--- src/rtl/btn_cmd_conditioner_pkg.sv ---
// Shared game definitions: button indices, default channel count, drop counter width.
// Also holds the saturating add used by the drop counter.
package btn_cmd_conditioner_pkg;

    typedef enum int {
        BTN_L = 0,
        BTN_R = 1,
        BTN_U = 2,
        BTN_D = 3
    } btn_idx_e;

    localparam int NUM_BTN_DEF = 4;
    localparam int DROP_W      = 8;

    function automatic logic [DROP_W-1:0] sat_add(input logic [DROP_W-1:0] a,
                                                  input logic [DROP_W-1:0] b);
        logic [DROP_W:0] s;
        s = {1'b0, a} + {1'b0, b};
        return s[DROP_W] ? {DROP_W{1'b1}} : s[DROP_W-1:0];
    endfunction

endpackage

--- src/rtl/btn_debounce_ch.sv ---
// One button channel: 2-flop synchroniser, tick-sampled history, debounced level and rise.
// Level updates in the tick_d cycle; rise is a tick_d-cycle pulse; no backpressure.
module btn_debounce_ch #(
    parameter int DEB_DEPTH = 3
) (
    input  logic clk,
    input  logic rst,
    input  logic tick,
    input  logic tick_d,
    input  logic btn,
    output logic level,
    output logic level_nxt,
    output logic rise
);

    logic [1:0]           sync;
    logic [DEB_DEPTH-1:0] hist;

    always_ff @(posedge clk) begin
        if (rst) begin
            sync  <= '0;
            hist  <= '0;
            level <= 1'b0;
        end else begin
            sync <= {sync[0], btn};
            if (tick) begin
                hist <= {hist[DEB_DEPTH-2:0], sync[1]};
            end
            if (tick_d) begin
                level <= level_nxt;
            end
        end
    end

    // A mixed history keeps the previous level.
    always_comb begin
        level_nxt = level;
        if (&hist) begin
            level_nxt = 1'b1;
        end else if (~|hist) begin
            level_nxt = 1'b0;
        end
    end

    assign rise = tick_d & level_nxt & ~level;

endmodule

--- src/rtl/btn_cmd_conditioner.sv ---
// N-channel button front end: debounce, press/repeat events, priority pick, 1-entry cmd buffer.
// cmd_valid rises 2 cycles after the completing tick; events arriving while the buffer is held are counted in drop_cnt.
module btn_cmd_conditioner
    import btn_cmd_conditioner_pkg::*;
#(
    parameter int NUM_BTN       = NUM_BTN_DEF,
    parameter int SAMPLE_PERIOD = 131072,
    parameter int DEB_DEPTH     = 3,
    parameter int REPEAT_DLY    = 40,
    parameter int REPEAT_RATE   = 8,
    localparam int CW           = (NUM_BTN > 1) ? $clog2(NUM_BTN) : 1
) (
    input  logic               clk,
    input  logic               rst,
    input  logic [NUM_BTN-1:0] btn,
    input  logic               mode_repeat,
    input  logic               cmd_ready,
    output logic               cmd_valid,
    output logic [CW-1:0]      cmd_id,
    output logic               cmd_rpt,
    output logic [NUM_BTN-1:0] btn_level,
    output logic [DROP_W-1:0]  drop_cnt
);

    localparam int TW  = $clog2(SAMPLE_PERIOD);
    localparam int TMW = $clog2(REPEAT_DLY + REPEAT_RATE + 1);
    localparam int EW  = $clog2(NUM_BTN + 2);

    localparam logic [TW-1:0]  TICK_LAST = TW'(SAMPLE_PERIOD - 1);
    localparam logic [TMW-1:0] T_DLY     = TMW'(REPEAT_DLY);
    localparam logic [TMW-1:0] T_TOP     = TMW'(REPEAT_DLY + REPEAT_RATE);

    logic [TW-1:0]      tick_cnt;
    logic               tick;
    logic               tick_d;

    logic [NUM_BTN-1:0] level_nxt;
    logic [NUM_BTN-1:0] rise;

    logic               press_any;
    logic [CW-1:0]      win;
    logic [EW-1:0]      n_press;

    logic [CW-1:0]      act;
    logic               armed;
    logic [TMW-1:0]     tmr;
    logic [TMW-1:0]     tmr_inc;
    logic               rpt_go;
    logic               rpt_fire;

    logic               buf_open;
    logic               ev_vld;
    logic [CW-1:0]      ev_id;
    logic               ev_rpt;
    logic [EW-1:0]      n_ev;
    logic [DROP_W-1:0]  drop_inc;

    assign tick = (tick_cnt == TICK_LAST);

    always_ff @(posedge clk) begin
        if (rst) begin
            tick_cnt <= '0;
            tick_d   <= 1'b0;
        end else begin
            tick_cnt <= tick ? '0 : tick_cnt + TW'(1);
            tick_d   <= tick;
        end
    end

    for (genvar g = 0; g < NUM_BTN; g++) begin : g_ch
        btn_debounce_ch #(
            .DEB_DEPTH (DEB_DEPTH)
        ) u_ch (
            .clk       (clk),
            .rst       (rst),
            .tick      (tick),
            .tick_d    (tick_d),
            .btn       (btn[g]),
            .level     (btn_level[g]),
            .level_nxt (level_nxt[g]),
            .rise      (rise[g])
        );
    end

    // Lowest index wins; every other simultaneous press is a drop.
    always_comb begin
        press_any = |rise;
        win       = '0;
        n_press   = '0;
        for (int i = NUM_BTN - 1; i >= 0; i--) begin
            if (rise[i]) begin
                win = CW'(i);
            end
        end
        for (int i = 0; i < NUM_BTN; i++) begin
            n_press = n_press + EW'(rise[i]);
        end
    end

    // Hold is judged on the level being committed this tick_d, so a release never repeats.
    always_comb begin
        rpt_go   = armed & mode_repeat & level_nxt[act];
        tmr_inc  = tmr + TMW'(1);
        rpt_fire = tick_d & rpt_go & ((tmr_inc == T_DLY) | (tmr_inc == T_TOP));
    end

    always_ff @(posedge clk) begin
        if (rst) begin
            act   <= '0;
            armed <= 1'b0;
            tmr   <= '0;
        end else if (tick_d) begin
            if (press_any && buf_open) begin
                act   <= win;
                armed <= 1'b1;
                tmr   <= '0;
            end else if (!rpt_go) begin
                armed <= 1'b0;
                tmr   <= '0;
            end else if (tmr_inc == T_TOP) begin
                tmr <= T_DLY;
            end else begin
                tmr <= tmr_inc;
            end
        end
    end

    // A press beats a coincident repeat; when the buffer is held, every event is dropped.
    always_comb begin
        buf_open = ~cmd_valid | cmd_ready;
        ev_vld   = press_any | rpt_fire;
        ev_id    = press_any ? win : act;
        ev_rpt   = ~press_any;
        n_ev     = n_press + EW'(rpt_fire);
        drop_inc = '0;
        if (ev_vld) begin
            drop_inc = buf_open ? DROP_W'(n_ev - EW'(1)) : DROP_W'(n_ev);
        end
    end

    always_ff @(posedge clk) begin
        if (rst) begin
            cmd_valid <= 1'b0;
            cmd_id    <= '0;
            cmd_rpt   <= 1'b0;
            drop_cnt  <= '0;
        end else begin
            if (ev_vld && buf_open) begin
                cmd_valid <= 1'b1;
                cmd_id    <= ev_id;
                cmd_rpt   <= ev_rpt;
            end else if (cmd_ready) begin
                cmd_valid <= 1'b0;
            end
            drop_cnt <= sat_add(drop_cnt, drop_inc);
        end
    end

endmodule
--- config.mk ---
export PLATFORM = sky130hd
export DESIGN_NAME = btn_cmd_conditioner
export DESIGN_NICKNAME = d
export VERILOG_FILES = /design/src/rtl/btn_cmd_conditioner_pkg.sv /design/src/rtl/btn_debounce_ch.sv /design/src/rtl/btn_cmd_conditioner.sv
export SDC_FILE = /design/constraint.sdc
export NUM_CORES = 1
export LEC_CHECK = 0
export ABC_AREA = 1
export BUFFER_PORTS_ARGS = -buffer_cell sky130_fd_sc_hd__buf_2
export CAP_MARGIN = 20
export CORE_ASPECT_RATIO = 0.6
export CORE_MARGIN = 2
export CORE_UTILIZATION = 62
export CTS_BUF_LIST = sky130_fd_sc_hd__clkbuf_4
export DETAILED_ROUTE_END_ITERATION = 16
export GPL_ROUTABILITY_DRIVEN = 0
export HOLD_SLACK_MARGIN = 0.03
export PLACE_DENSITY_LB_ADDON = 0.05
export SLEW_MARGIN = 0
export SYNTH_ARGS = -nofsm -noshare
export SYNTH_HDL_FRONTEND = slang
export SYNTH_SLANG_ARGS = --single-unit
--- constraint.sdc ---
create_clock -name clk -period 5.11 [get_ports clk]
set_input_delay 0.2555 -clock clk [delete_from_list [all_inputs] [get_ports clk]]
set_output_delay 0.2555 -clock clk [all_outputs]
set_load 0.05 [all_outputs]
* Word level (Yosys, flattened, before mapping)
Cells that the tools add are included.
Storage, ports and cells: word-level logic and storage cells 95, output and inout port bits 16, flip-flop bits (word level) 63, input bits 8
Operators by class: bitwise gates (word level) 21, reduce and logical (&&, ||, !) cells 15, eq/ne operators 4, add/subtract/negate cells 8, mux-type cells 25, magnitude comparators 1
Operator list (number):
- $mux 8 | 3
- $mux 6 | 3
- $add 17x1->17 const B | 1
- $eq 17x17->1 const B | 1
- $mux 1 | 13
- $and 1x1->1 | 12
- $eq 6x6->1 const B | 2
- $reduce_and 3->1 | 4
- $reduce_or 3->1 | 4
- $mux 2 | 5
- $add 8x8->9 | 1
- $add 3x1->3 | 2
- $add 6x1->6 const B | 1
- $not 1->1 | 6
- $reduce_and 2->1 | 2
- $reduce_or 4->1 | 1
- $sub 3x1->4 const B | 1
- $add 2x1->3 | 1
- $lt 2x3->1 const B | 1
- $or 1x1->1 | 3
- $add 1x1->2 | 1
- $bmux 1 s2 | 1
- $logic_and 1x1->1 | 2
- $ne 2x1->1 const B | 1
- 2 further kinds | 2

* Depth between registers and ports, before layout
Gate-level depths: netlist of run 1.
depth in word-level cells 14, gate-level depth with buffers 28, depth with buffers taken out 28

* Modules after synthesis
A second synthesis of run 1 with hierarchy kept.
Unflattened totals: cells, all modules 435, area total of the unflattened synthesis 3233.1 µm²
By module, submodules not included:
- btn_cmd_conditioner | cells each 315, instances 1, area an instance 2297.2 µm², seq. area each 780.7 µm²
- btn_debounce_ch | cells each 30, instances 4, area an instance 234.0 µm², seq. area each 120.1 µm²

* Least setup slack after synthesis of run 1
No wires, ideal clock.
path type reg2reg, start register tmr[0], end register drop_cnt[6], required time 4978 ps, cell stages (with the launch flop) 27, clock period less this slack 4106 ps, setup slack 1004 ps, setup time 132 ps, arrival 3974 ps, path buffers 0, path through dfxtp_1 > ha_1 > nand2_1 > clkinv_1 > nand3_1 > nand2_1 > nand2_1 > a21oi_2 > nand3_2 > inv_1 > fa_1 > inv_1 > fa_1 > inv_1 > ha_1 > inv_1 > ha_1 > nand2_1 > o21ai_0 > nor2_4 > inv_2 > fa_1 > o21ai_1 > a21oi_1 > o21ai_1 > xnor2_1 > a21oi_1
Between the ends: word-level cells in the longest chain between the ends 10, elaborated cells between the ends (all ways) 12, classes of those cells 4 x add/sub; 2 x eq/ne; 3 x mux; 3 x bitwise
Ends and longest elaborated chain:
- start: declaration | line btn_cmd_conditioner.sv:46 | logic [TMW-1:0] tmr;
- start signal: assignment | line btn_cmd_conditioner.sv:123 | tmr <= tmr_inc;
- $add 6x1->6 * | line btn_cmd_conditioner.sv:103 | tmr_inc = tmr + TMW'(1);
- $eq 6x6->1 | line btn_cmd_conditioner.sv:104 | rpt_fire = tick_d & rpt_go & ((tmr_inc == T_DLY) | (tmr_inc == T_TOP));
- $or 1x1->1 * | line btn_cmd_conditioner.sv:104
- $and 1x1->1 * | line btn_cmd_conditioner.sv:104
- $add 3x1->3 | line btn_cmd_conditioner.sv:134 | n_ev = n_press + EW'(rpt_fire);
- $sub 3x1->4 | line btn_cmd_conditioner.sv:137 | drop_inc = buf_open ? DROP_W'(n_ev - EW'(1)) : DROP_W'(n_ev);
- $mux 8 | line btn_cmd_conditioner.sv:137
- $mux 8 * | line btn_cmd_conditioner.sv:136 | if (ev_vld) begin
- $add 8x8->9 * | line btn_cmd_conditioner_pkg.sv:18 | s = {1'b0, a} + {1'b0, b};
- $mux 8 * | line btn_cmd_conditioner_pkg.sv:19 | return s[DROP_W] ? {DROP_W{1'b1}} : s[DROP_W-1:0];
- end signal: assignment | line btn_cmd_conditioner.sv:155 | drop_cnt <= sat_add(drop_cnt, drop_inc);
- end: declaration | line btn_cmd_conditioner.sv:22 | output logic [DROP_W-1:0] drop_cnt
Mark *: on every way between the ends. The rest lies on a longest branch, timed or not. A chain may end at the register's enable or synchronous reset.

* Final worst setup path of run 1
start register tmr[0], end register drop_cnt[7]
Same word-level chain as after synthesis.

==> summary.txt, run 1 <==
RSZ-0062 raised after global routing -> no
H-tree depth -> 3
Final WL -> 6.201 mm
Cell taking the most area after synthesis -> dfxtp_1
Fin Hold WS -> 0.1877 ns
Largest net degree at the start of global routing -> 26
Reg2reg end -> drop_cnt[7]
Kind of critical path -> reg2reg
Syn Inst Count -> 411
Drc violations -> 0
Final WS setup -> 0.6165 ns
Vias in the first global route -> 2,316
Max Cap Violations -> 0
Post-Route Utilization -> 72.43%
CP max stage cell -> fa_1
Drt wl/cell -> 12.25 um
TritonCTS clock tree -> yes
Count of final hold-check violations -> 0
Area Growth Syn to Fin -> 9.614%
Core area -> 4707 um2
Die ar. -> 5618 um2
Vias per cell -> 5.162
TNS Setup -> 0 ns
Critical path endpoint category -> register
Number of flops mapped to enable cells by yosys -> 0
Lkg Pwr -> 1.596 nW
Die Ht -> 58.87 um
Reg clk slew, reported paths -> 0.12 ns
Peak Freq -> 0.2225 GHz
Num ports -> 24
Synth top area share -> 40.55%
Avg Cell Area, Syn -> 7.568 um2
Worst path buffer plus inverter count -> 8
Post-DP HPWL -> 4.634 mm
Worst path depth -> 28
Req. time, crit path -> 5.48 ns
Flops & latches, synth -> 63
Cell area after synthesis -> 3110 um2
1st-pass router iterations -> 5
VDD IR max -> 191.8 uV
Fraction of registers with async set or reset after synthesis -> 0%
Cell row count -> 19
Port-buffer cells -> 23
Top post-synthesis cells by area -> dfxtp_1 (41%), inv_1 (8.9%), nand2_1 (7.8%)
PwrDens -> 240.8 nW/um2
Critical Path Source Type -> register
CP max stage delay -> 0.48 ns
Worst Reg-to-Reg Cells -> 28
NumNets Final -> 462
Crit path max-delay family -> adder cells
# diodes -> 0
CTS Buf Count -> 9
Grt ovf -> 0
# setup viols final -> 0
Worst r2r src -> tmr[0]
Slew @ Worst Pin -> 0.6861 ns
Die extent in x -> 95.44 um
Crit. Startpoint -> tmr[0]
DRT iter0 DRCs -> 147
Critical path endpoint -> drop_cnt[7]
Clock Path Buffers -> 2
First-pass GRT wire length -> 10.61 mm
Root buf cell -> clkbuf_4
Fin crit share -> 87.94%
Register area share after synthesis -> 40.55%
Synth warn -> 0
Fillers -> 384
Worst min-delay path class -> in2reg
Clock Latency Late Sink -> 0.42 ns
Cts repair resizes -> 0
Post-CTS setup buffer count -> 0
Layout cells sized above 1 -> 14.45%
Number of antenna violations at the first check in global routing -> 0
Pre-CTS WS -> 0.6850 ns
Synth cell types -> 36
Initial Util -> 66.08%
Post-cts hold buffer count -> 4
Post-DRT Antenna Nets -> 0
Setup Skew -> 0.01184 ns
Crit Path Max Fanout -> 6
Final Critical Period -> 4.494 ns
Fin. max-slew vios -> 0
Syn nets -> 435
CP Data Arrival Time -> 4.86 ns
Total Routing Usage GR -> 24.92%
CTS sink count -> 63
DR vias -> 2,612
Reg2Reg Setup Slack -> 0.62 ns
Max_slew headroom -> 53.97%
Status -> finished clean
Ys flop type -> dfxtp_1
==> worst register-to-register path: cells and delay by family, from the launching register on <==
kind | cells | cell delay (ns)
buffers and inverters | 8 | 0.58
flip-flops | 1 | 0.37
AND/OR/NAND/NOR | 10 | 0.98
adder cells (fa/ha/maj) | 6 | 1.97
AO/OA/AOI/OAI | 4 | 0.55
==> metrics by stage <==
stage / instance area [um2] / power (mW) / cells
after global routing: 3410 / 0.8511 / 506
after detailed placement: 3246 / 0.5291 / 486
final: 3410 / 0.8211 / 506
after floorplan: 3110 / 0.5230 / 411
after CTS: 3410 / 0.8277 / 506
after global placement: 3246 / 0.5284 / 486
==> sequential cells by signal, indices dropped and copies added, names as in the netlist <==
| name | cells |
|---|---|
| g_ch.u_ch.hist | 12 |
| tick_d | 1 |
| cmd_valid | 1 |
| g_ch.u_ch.level | 4 |
| act | 2 |
| tmr | 6 |
| tick_cnt | 17 |
| g_ch.u_ch.sync | 8 |
| cmd_id | 2 |
| drop_cnt | 8 |
| cmd_rpt | 1 |
| armed | 1 |
==> power breakdown <==
group	total [mW]	switching [mW]	internal, mW
registers	0.498	0.00213	0.496
clock network	0.301	0.198	0.103
logic	0.0222	0.0141	0.00806
==> routing by layer <==
layer | vias to the layer above | GRT usage (%) | routed length (um)
met2 | 97 | 31.69 | 2210
met3 | 10 | 8.323 | 515
met1 | 1133 | 39.05 | 3411
li1 | 1372 | - | -
met4 | 0 | 7.347 | 65
met5 | - | 0 | 0
==> worst min path at each step <==
stage                                    start                   end  cells after the start  slack, ns
final                                      rst  g_ch[1].u_ch.sync[0]                      2       0.19
after global routing                       rst  g_ch[1].u_ch.sync[0]                      2       0.18
after CTS                                  rst  g_ch[3].u_ch.sync[0]                      2       0.18
after detailed placement  g_ch[1].u_ch.sync[0]  g_ch[1].u_ch.sync[1]                      2       0.39
after global placement    g_ch[1].u_ch.sync[0]  g_ch[1].u_ch.sync[1]                      2       0.39
after floorplan                         btn[0]  g_ch[0].u_ch.sync[0]                      2       0.36
==> placed cells by master (no fill, tap or decap), types with 5 or more instances in the layout <==
cell type	count
nor2_1	38
nor2_4	5
clkbuf_4	9
inv_2	5
nand4_1	14
nand3_1	25
nand3_2	5
a21oi_1	22
nand2_1	65
xor2_1	6
dfxtp_1	63
ha_1	13
o21ai_0	23
buf_2	23
o22ai_1	9
inv_1	74
==> cell usage after synthesis (5+ instances only) <==
library cell	count
nor2_1	38
o22ai_1	9
nand3_1	25
clkbuf_1	5
inv_1	74
nand3_2	5
nand2_1	65
a21oi_1	22
xor2_1	6
o21ai_0	23
nand4_1	14
nor2_4	5
dfxtp_1	63
ha_1	13
inv_2	5
==> cell families after synthesis <==
| family | count (synthesis) | synth area share (%) |
|---|---|---|
| AND/OR/NAND/NOR | 168 | 26.87 |
| buffers and inverters | 92 | 11.67 |
| flip-flops | 63 | 40.55 |
| AO/OA/AOI/OAI | 62 | 10.94 |
| adder cells (fa/ha/maj) | 16 | 7.160 |
| XOR/XNOR | 10 | 2.816 |
==> layout make-up <==
class / instances / area (um2) / area share (%)
clock inverters: 7 / 56.30 / 1.651
flip-flops and latches: 63 / 1261 / 36.99
repair buffers: 27 / 155.1 / 4.550
multi-input cells: 256 / 1486 / 43.60
inverters: 81 / 304.0 / 8.917
clock buffers: 9 / 67.56 / 1.982
well taps: 63 / 78.83 / 2.312
Power figures use the tool's default switching activity.
==> run 2: changes to the inputs <==
--- a/config.mk
+++ b/config.mk
@@ -9,8 +9,8 @@
 export BUFFER_PORTS_ARGS = -buffer_cell sky130_fd_sc_hd__buf_2
 export CAP_MARGIN = 20
 export CORE_ASPECT_RATIO = 0.6
-export CORE_MARGIN = 2
-export CORE_UTILIZATION = 62
+export CORE_MARGIN = 4
+export CORE_UTILIZATION = 56
 export CTS_BUF_LIST = sky130_fd_sc_hd__clkbuf_4
 export DETAILED_ROUTE_END_ITERATION = 16
 export GPL_ROUTABILITY_DRIVEN = 0
==> constraint.sdc (replaced) <==
create_clock -name clk -period 4 [get_ports clk]
set_input_delay 0.2 -clock clk [delete_from_list [all_inputs] [get_ports clk]]
set_output_delay 0.2 -clock clk [all_outputs]
set_load 0.05 [all_outputs]
==> run 2 against run 1 <==
Clock skew is 0.0038 ns higher. Critical path depth is 7 lower. Register-to-register slack worse by 0.58 ns. Count of clock-buffer cells in the layout stayed put. Critical endpoint unchanged. Combinational power is 35% higher. Setup slack worse by 0.58 ns. Via count is 4.8% higher. Critical path type unchanged. Non-clock buffer count is 16 higher. Final cell count is 3.8% higher. Clock power is 31% higher. Sequential power is 28% higher.
==> summary.txt, run 2 (synthesis results as in run 1) <==
Status -> finished clean
CP max stage delay -> 0.58 ns
Crit Path Max Fanout -> 5
Reg power frac -> 60.0%
Final WS setup -> 0.03268 ns
Most frequent cells in the layout -> inv_1 (68), dfxtp_1 (59), nand2_1 (52)
Crit path max-delay family -> adder cells
Slew @ Worst Pin -> 0.7597 ns
Num ports -> 24
Worst Reg-to-Reg Cells -> 21
Largest net degree at the start of global routing -> 23
Fin crit share -> 99.18%
Pre-CTS WS -> -0.1862 ns
Peak Freq -> 0.2521 GHz
Cell row count -> 20
CP Data Arrival Time -> 4.30 ns
# diodes -> 0
Max_slew headroom -> 49.30%
Reg2Reg Setup Slack -> 0.03 ns
Port-buffer cells -> 23
CTS sink count -> 63
Die Ht -> 65.73 um
Total Routing Usage GR -> 21.42%
Critical Path Source Type -> register
Worst path depth -> 21
TritonCTS clock tree -> yes
NumNets Final -> 478
CP max stage cell -> fa_2
Worst path most repeated cell -> inv_2
DRT iter0 DRCs -> 173
PwrDens -> 286.0 nW/um2
Lkg Pwr -> 1.695 nW
Grt ovf -> 0
RSZ-0062 raised after global routing -> yes
Top reg by flops -> tick_cnt
Core area -> 5205 um2
Final instance count without filler cells -> 525
Biggest regs -> tick_cnt x17, g_ch.u_ch.hist x12
Drc violations -> 0
Clock share of power -> 37.2%
Combinational share of power -> 2.8%
# setup viols final -> 0
Req. time, crit path -> 4.33 ns
Initial Util -> 59.76%
CTS Buf Count -> 9
Commonest non-fill, non-tap cell in the layout -> inv_1
Critical path endpoint category -> register
VDD IR max -> 256.0 uV
TNS Setup -> 0 ns
Internal -> 775.5 uW
Root buf cell -> clkbuf_4
Drt wl/cell -> 13.49 um
Die ar. -> 6850 um2
Number of antenna violations at the first check in global routing -> 0
1st-pass router iterations -> 5
Vias in the first global route -> 2,422
Max Cap Violations -> 0
Fillers -> 415
Final Critical Period -> 3.967 ns
Worst path buffer plus inverter count -> 5
Area Growth Syn to Fin -> 19.03%
Setup Skew -> 0.01563 ns
NetSw -> 283.4 uW
Reg clk slew, reported paths -> 0.12 ns
Worst r2r src -> tmr[0]
Hold Path Cell Cnt -> 2
Max reg flops -> 17
Critical path endpoint -> drop_cnt[7]
First-pass GRT wire length -> 11.49 mm
Placed Cells -> 499
H-tree depth -> 3
Vias per cell -> 5.215
Kind of critical path -> reg2reg
Die extent in x -> 104.2 um
Post-DRT Antenna Nets -> 0
CP Cell Sequence -> ha_4 > nand2_2 > inv_2 > nand3_2 > nand4_1 > a21oi_2 > nand3_2 > inv_2 > fa_1 > inv_2 > fa_2 > nand3_1 > nor2_4 > ha_1 > buf_4 > nand2_1 > a21oi_1 > a211oi_1 > a21oi_1 > o21ai_2 > inv_1
Crit. Startpoint -> tmr[0]
Worst min-delay path class -> in2reg
Power Total -> 1.059 mW
Count of final hold-check violations -> 0
Clock Latency Late Sink -> 0.42 ns
DR vias -> 2,738
Fin. max-slew vios -> 0
Reg2reg end -> drop_cnt[7]
Post-Route Utilization -> 71.13%
Net Sw Frac -> 26.76%
Final WL -> 7.083 mm
Post-DP HPWL -> 4.995 mm
Clock Path Buffers -> 2
Layout cells sized above 1 -> 27.02%
-- run 2: area by class of cell --
cell class / count / area [um2] / area share, %
multi-input cells: 256 / 1633 / 44.10
flip-flops and latches: 63 / 1269 / 34.27
inverters: 81 / 306.5 / 8.280
repair buffers: 43 / 286.5 / 7.739
well taps: 66 / 82.58 / 2.230
clock buffers: 9 / 67.56 / 1.825
clock inverters: 7 / 57.56 / 1.555
-- run 2: worst min path at each step --
stage | startpoint | to | slack [ns]
after CTS | rst | g_ch[1].u_ch.sync[0] | 0.12
final | rst | g_ch[3].u_ch.sync[0] | 0.14
after floorplan | btn[0] | g_ch[0].u_ch.sync[0] | 0.31
after global placement | g_ch[0].u_ch.sync[0] | g_ch[0].u_ch.sync[1] | 0.39
after global routing | rst | g_ch[0].u_ch.sync[1] | 0.13
after detailed placement | g_ch[1].u_ch.sync[0] | g_ch[1].u_ch.sync[1] | 0.39
-- run 2: power by group through the flow --
stage	logic, mW	clock network (mW)	registers (mW)
floorplan	0.0183	0	0.650
global placement	0.0258	0	0.650
detailed placement	0.0262	0	0.651
CTS	0.0291	0.399	0.636
global route	0.0340	0.432	0.637
finish	0.0299	0.393	0.636
-- run 2: layer usage --
| layer | part of all wire [%] | vias up | global-route usage (%) |
|---|---|---|---|
| li1 | - | 1397 | - |
| met1 | 52 | 1230 | 33.01 |
| met2 | 38 | 98 | 27.83 |
| met3 | 8.1 | 13 | 5.986 |
| met4 | 1.4 | 0 | 7.297 |
| met5 | 0 | - | 0 |
-- run 2: timing repair --
action | 4_1_cts | 5_1_grt
hold buffers | 4 | 0
endpoints found under the setup margin | 8 | 8
resized for setup | 15 | 40
pin swaps | 10 | 21
buffers inserted | 2 | 4
hold endpoints to repair | 4 | 0
-- run 2: per-stage QoR --
step / instance area, um2 / hold slack, ns
global route: 3702 / 0.1305
CTS: 3551 / 0.1228
floorplan: 3117 / 0.3070
finish: 3702 / 0.1380
detailed placement: 3331 / 0.3937
global placement: 3331 / 0.3923
==> run 3: changes to the inputs <==
--- a/config.mk
+++ b/config.mk
@@ -6,13 +6,14 @@
 export NUM_CORES = 1
 export LEC_CHECK = 0
 export ABC_AREA = 1
-export BUFFER_PORTS_ARGS = -buffer_cell sky130_fd_sc_hd__buf_2
 export CAP_MARGIN = 20
 export CORE_ASPECT_RATIO = 0.6
 export CORE_MARGIN = 4
-export CORE_UTILIZATION = 56
+export CORE_UTILIZATION = 59
 export CTS_BUF_LIST = sky130_fd_sc_hd__clkbuf_4
+export CTS_CLUSTER_DIAMETER = 150
 export DETAILED_ROUTE_END_ITERATION = 16
+export DONT_BUFFER_PORTS = 1
 export GPL_ROUTABILITY_DRIVEN = 0
 export HOLD_SLACK_MARGIN = 0.03
 export PLACE_DENSITY_LB_ADDON = 0.05
==> run 3 against run 2 <==
Largest power group unchanged. Critical endpoint is now drop_cnt[6]. Global-route usage grew 2.8 points. Sequential cell count unchanged. Via count shrank 0.22%. Utilization rose by 1.9 points.
==> summary.txt, run 3 (synthesis results as in run 1) <==
Status -> finished clean
VDD IR max -> 263.3 uV
Fillers -> 406
Core area -> 5080 um2
Cell row count -> 20
Area Growth Syn to Fin -> 19.23%
Grt ovf -> 0
Max reg flops -> 17
CTS sink count -> 63
Worst hold endpoint -> cmd_valid
Die extent in x -> 101.7 um
Top reg by flops -> tick_cnt
1st-pass router iterations -> 4
Lkg Pwr -> 1.666 nW
Crit Path Max Fanout -> 4
CTS Buf Count -> 9
Max Cap Violations -> 0
First-pass GRT wire length -> 12.24 mm
TritonCTS clock tree -> yes
Num ports -> 24
RSZ-0062 raised after global routing -> yes
Hold Path Cell Cnt -> 3
Vias in the first global route -> 2,629
Worst Reg-to-Reg Cells -> 25
Number of antenna violations at the first check in global routing -> 0
TNS Setup -> 0 ns
Peak Freq -> 0.2515 GHz
Fin. max-slew vios -> 0
Max Used Layer -> met4
Kind of critical path -> reg2reg
# setup viols final -> 0
Met1 wire length -> 3.646 mm
Worst r2r src -> tmr[1]
Most frequent cells in the layout -> inv_1 (65), dfxtp_1 (56), nand2_1 (52)
Fin crit share -> 99.41%
Largest net degree at the start of global routing -> 26
Reg clk slew, reported paths -> 0.11 ns
Post-DP HPWL -> 5.086 mm
Die ar. -> 6535 um2
Initial Util -> 61.23%
CP Data Arrival Time -> 4.27 ns
Count of final hold-check violations -> 0
Vias per cell -> 5.315
Pre-CTS WS -> -0.2346 ns
Critical Path Source Type -> register
Final Critical Period -> 3.976 ns
H-tree depth -> 3
Post-DRT Antenna Nets -> 0
DR vias -> 2,732
WL met3 -> 568 um
Root buf cell -> clkbuf_4
DRT iter0 DRCs -> 150
Reg2reg end -> drop_cnt[6]
Biggest regs -> tick_cnt x17, g_ch.u_ch.hist x12
Die Ht -> 64.24 um
Clock Latency Late Sink -> 0.42 ns
Layout cells sized above 1 -> 26.34%
Clock Path Buffers -> 2
NumNets Final -> 467
Fin Hold WS -> 0.1064 ns
Commonest non-fill, non-tap cell in the layout -> inv_1
Reg2Reg Setup Slack -> 0.02 ns
Critical path endpoint category -> register
Max_slew headroom -> 47.95%
Met2 routed WL -> 2.926 mm
Final WL -> 7.243 mm
Final WS setup -> 0.02369 ns
Drt wl/cell -> 14.09 um
Hold path start -> cmd_ready
Req. time, crit path -> 4.29 ns
Port-buffer cells -> 0
Total Routing Usage GR -> 24.26%
Slew @ Worst Pin -> 0.7800 ns
# diodes -> 0
PwrDens -> 296.6 nW/um2
Drc violations -> 0
Setup Skew -> 0.009511 ns
Worst min-delay path class -> in2reg
==> run 3: cell count changes in the layout (fill, tap and decap cells not counted), moves of 3 or more <==
cell / previous run / this run
o21ai_1: 1 / 4
buf_4: 13 / 24
buf_2: 23 / 0
dfxtp_2: 3 / 7
nand3_2: 7 / 12
o21ai_2: 5 / 2
dfxtp_1: 59 / 56
inv_1: 68 / 65
nand3_1: 23 / 18
==> run 3: critical path, stage by stage (launching register included) <==
cell,delay (ns)
dfxtp_2,0.37
ha_4,0.15
nand3_2,0.08
nand2_2,0.09
nand2_2,0.06
nand2_2,0.07
a21oi_2,0.06
nand3_2,0.09
inv_2,0.04
fa_1,0.51
inv_2,0.05
fa_2,0.39
inv_2,0.08
ha_4,0.21
inv_4,0.05
ha_4,0.11
nand2_2,0.06
xor2_1,0.16
nor2_1,0.06
ha_1,0.36
nand2_2,0.09
o21ai_4,0.20
a21oi_1,0.10
o21ai_1,0.17
xnor2_1,0.15
a21oi_1,0.08
==> run 3: how the worst max path moves through the flow <==
stage | startpoint | end | slack (ns) | cells after the start
2_1_floorplan | tmr[0] | drop_cnt[6] | 0.06 | 26
3_3_place_gp | tmr[0] | drop_cnt[7] | 0.05 | 28
3_5_place_dp | tmr[0] | drop_cnt[7] | -0.23 | 28
4_1_cts | tmr[1] | drop_cnt[7] | 0.001 | 28
5_1_grt | g_ch[2].u_ch.level | drop_cnt[7] | -0.19 | 27
6_report | tmr[1] | drop_cnt[6] | 0.02 | 25
==> run 3: metal layers <==
layer	up-vias	global-route usage, %
li1	1385	-
met1	1249	35.55
met2	88	32.82
met3	10	8.506
met4	0	7.629
met5	-	0
==> run 3: area by class of cell <==
cell class	instances	area, um2	share of cell area, %
clock buffers	9	67.56	1.822
clock inverters	7	73.82	1.991
inverters	81	309.0	8.333
multi-input cells	256	1642	44.26
flip-flops and latches	63	1270	34.24
well taps	66	82.58	2.227
repair buffers	32	264.0	7.119
==> run 3: report_power, final <==
| group | internal [mW] | switching [mW] |
|---|---|---|
| logic | 0.00871 | 0.0182 |
| clock network | 0.190 | 0.247 |
| registers | 0.633 | 0.00320 |
==> run 3: through the flow <==
stage	utilization [%]	std cells	area [um2]	total power, mW
2_1_floorplan	-	411	3117	0.6681
3_3_place_gp	64.34	483	3268	0.6698
3_5_place_dp	64.34	483	3268	0.6705
4_1_cts	69.14	506	3512	1.109
5_1_grt	73.00	514	3709	1.150
6_report	73.00	514	3709	1.100
==> run 3: timing repair <==
| action | CTS | global route |
|---|---|---|
| hold buffers | 5 | 0 |
| setup endpoints to repair | 8 | 8 |
| endpoints found under the hold margin | 19 | 0 |
| resized for setup | 10 | 52 |
| pin swaps | 6 | 25 |
| setup buffers | 2 | 8 |
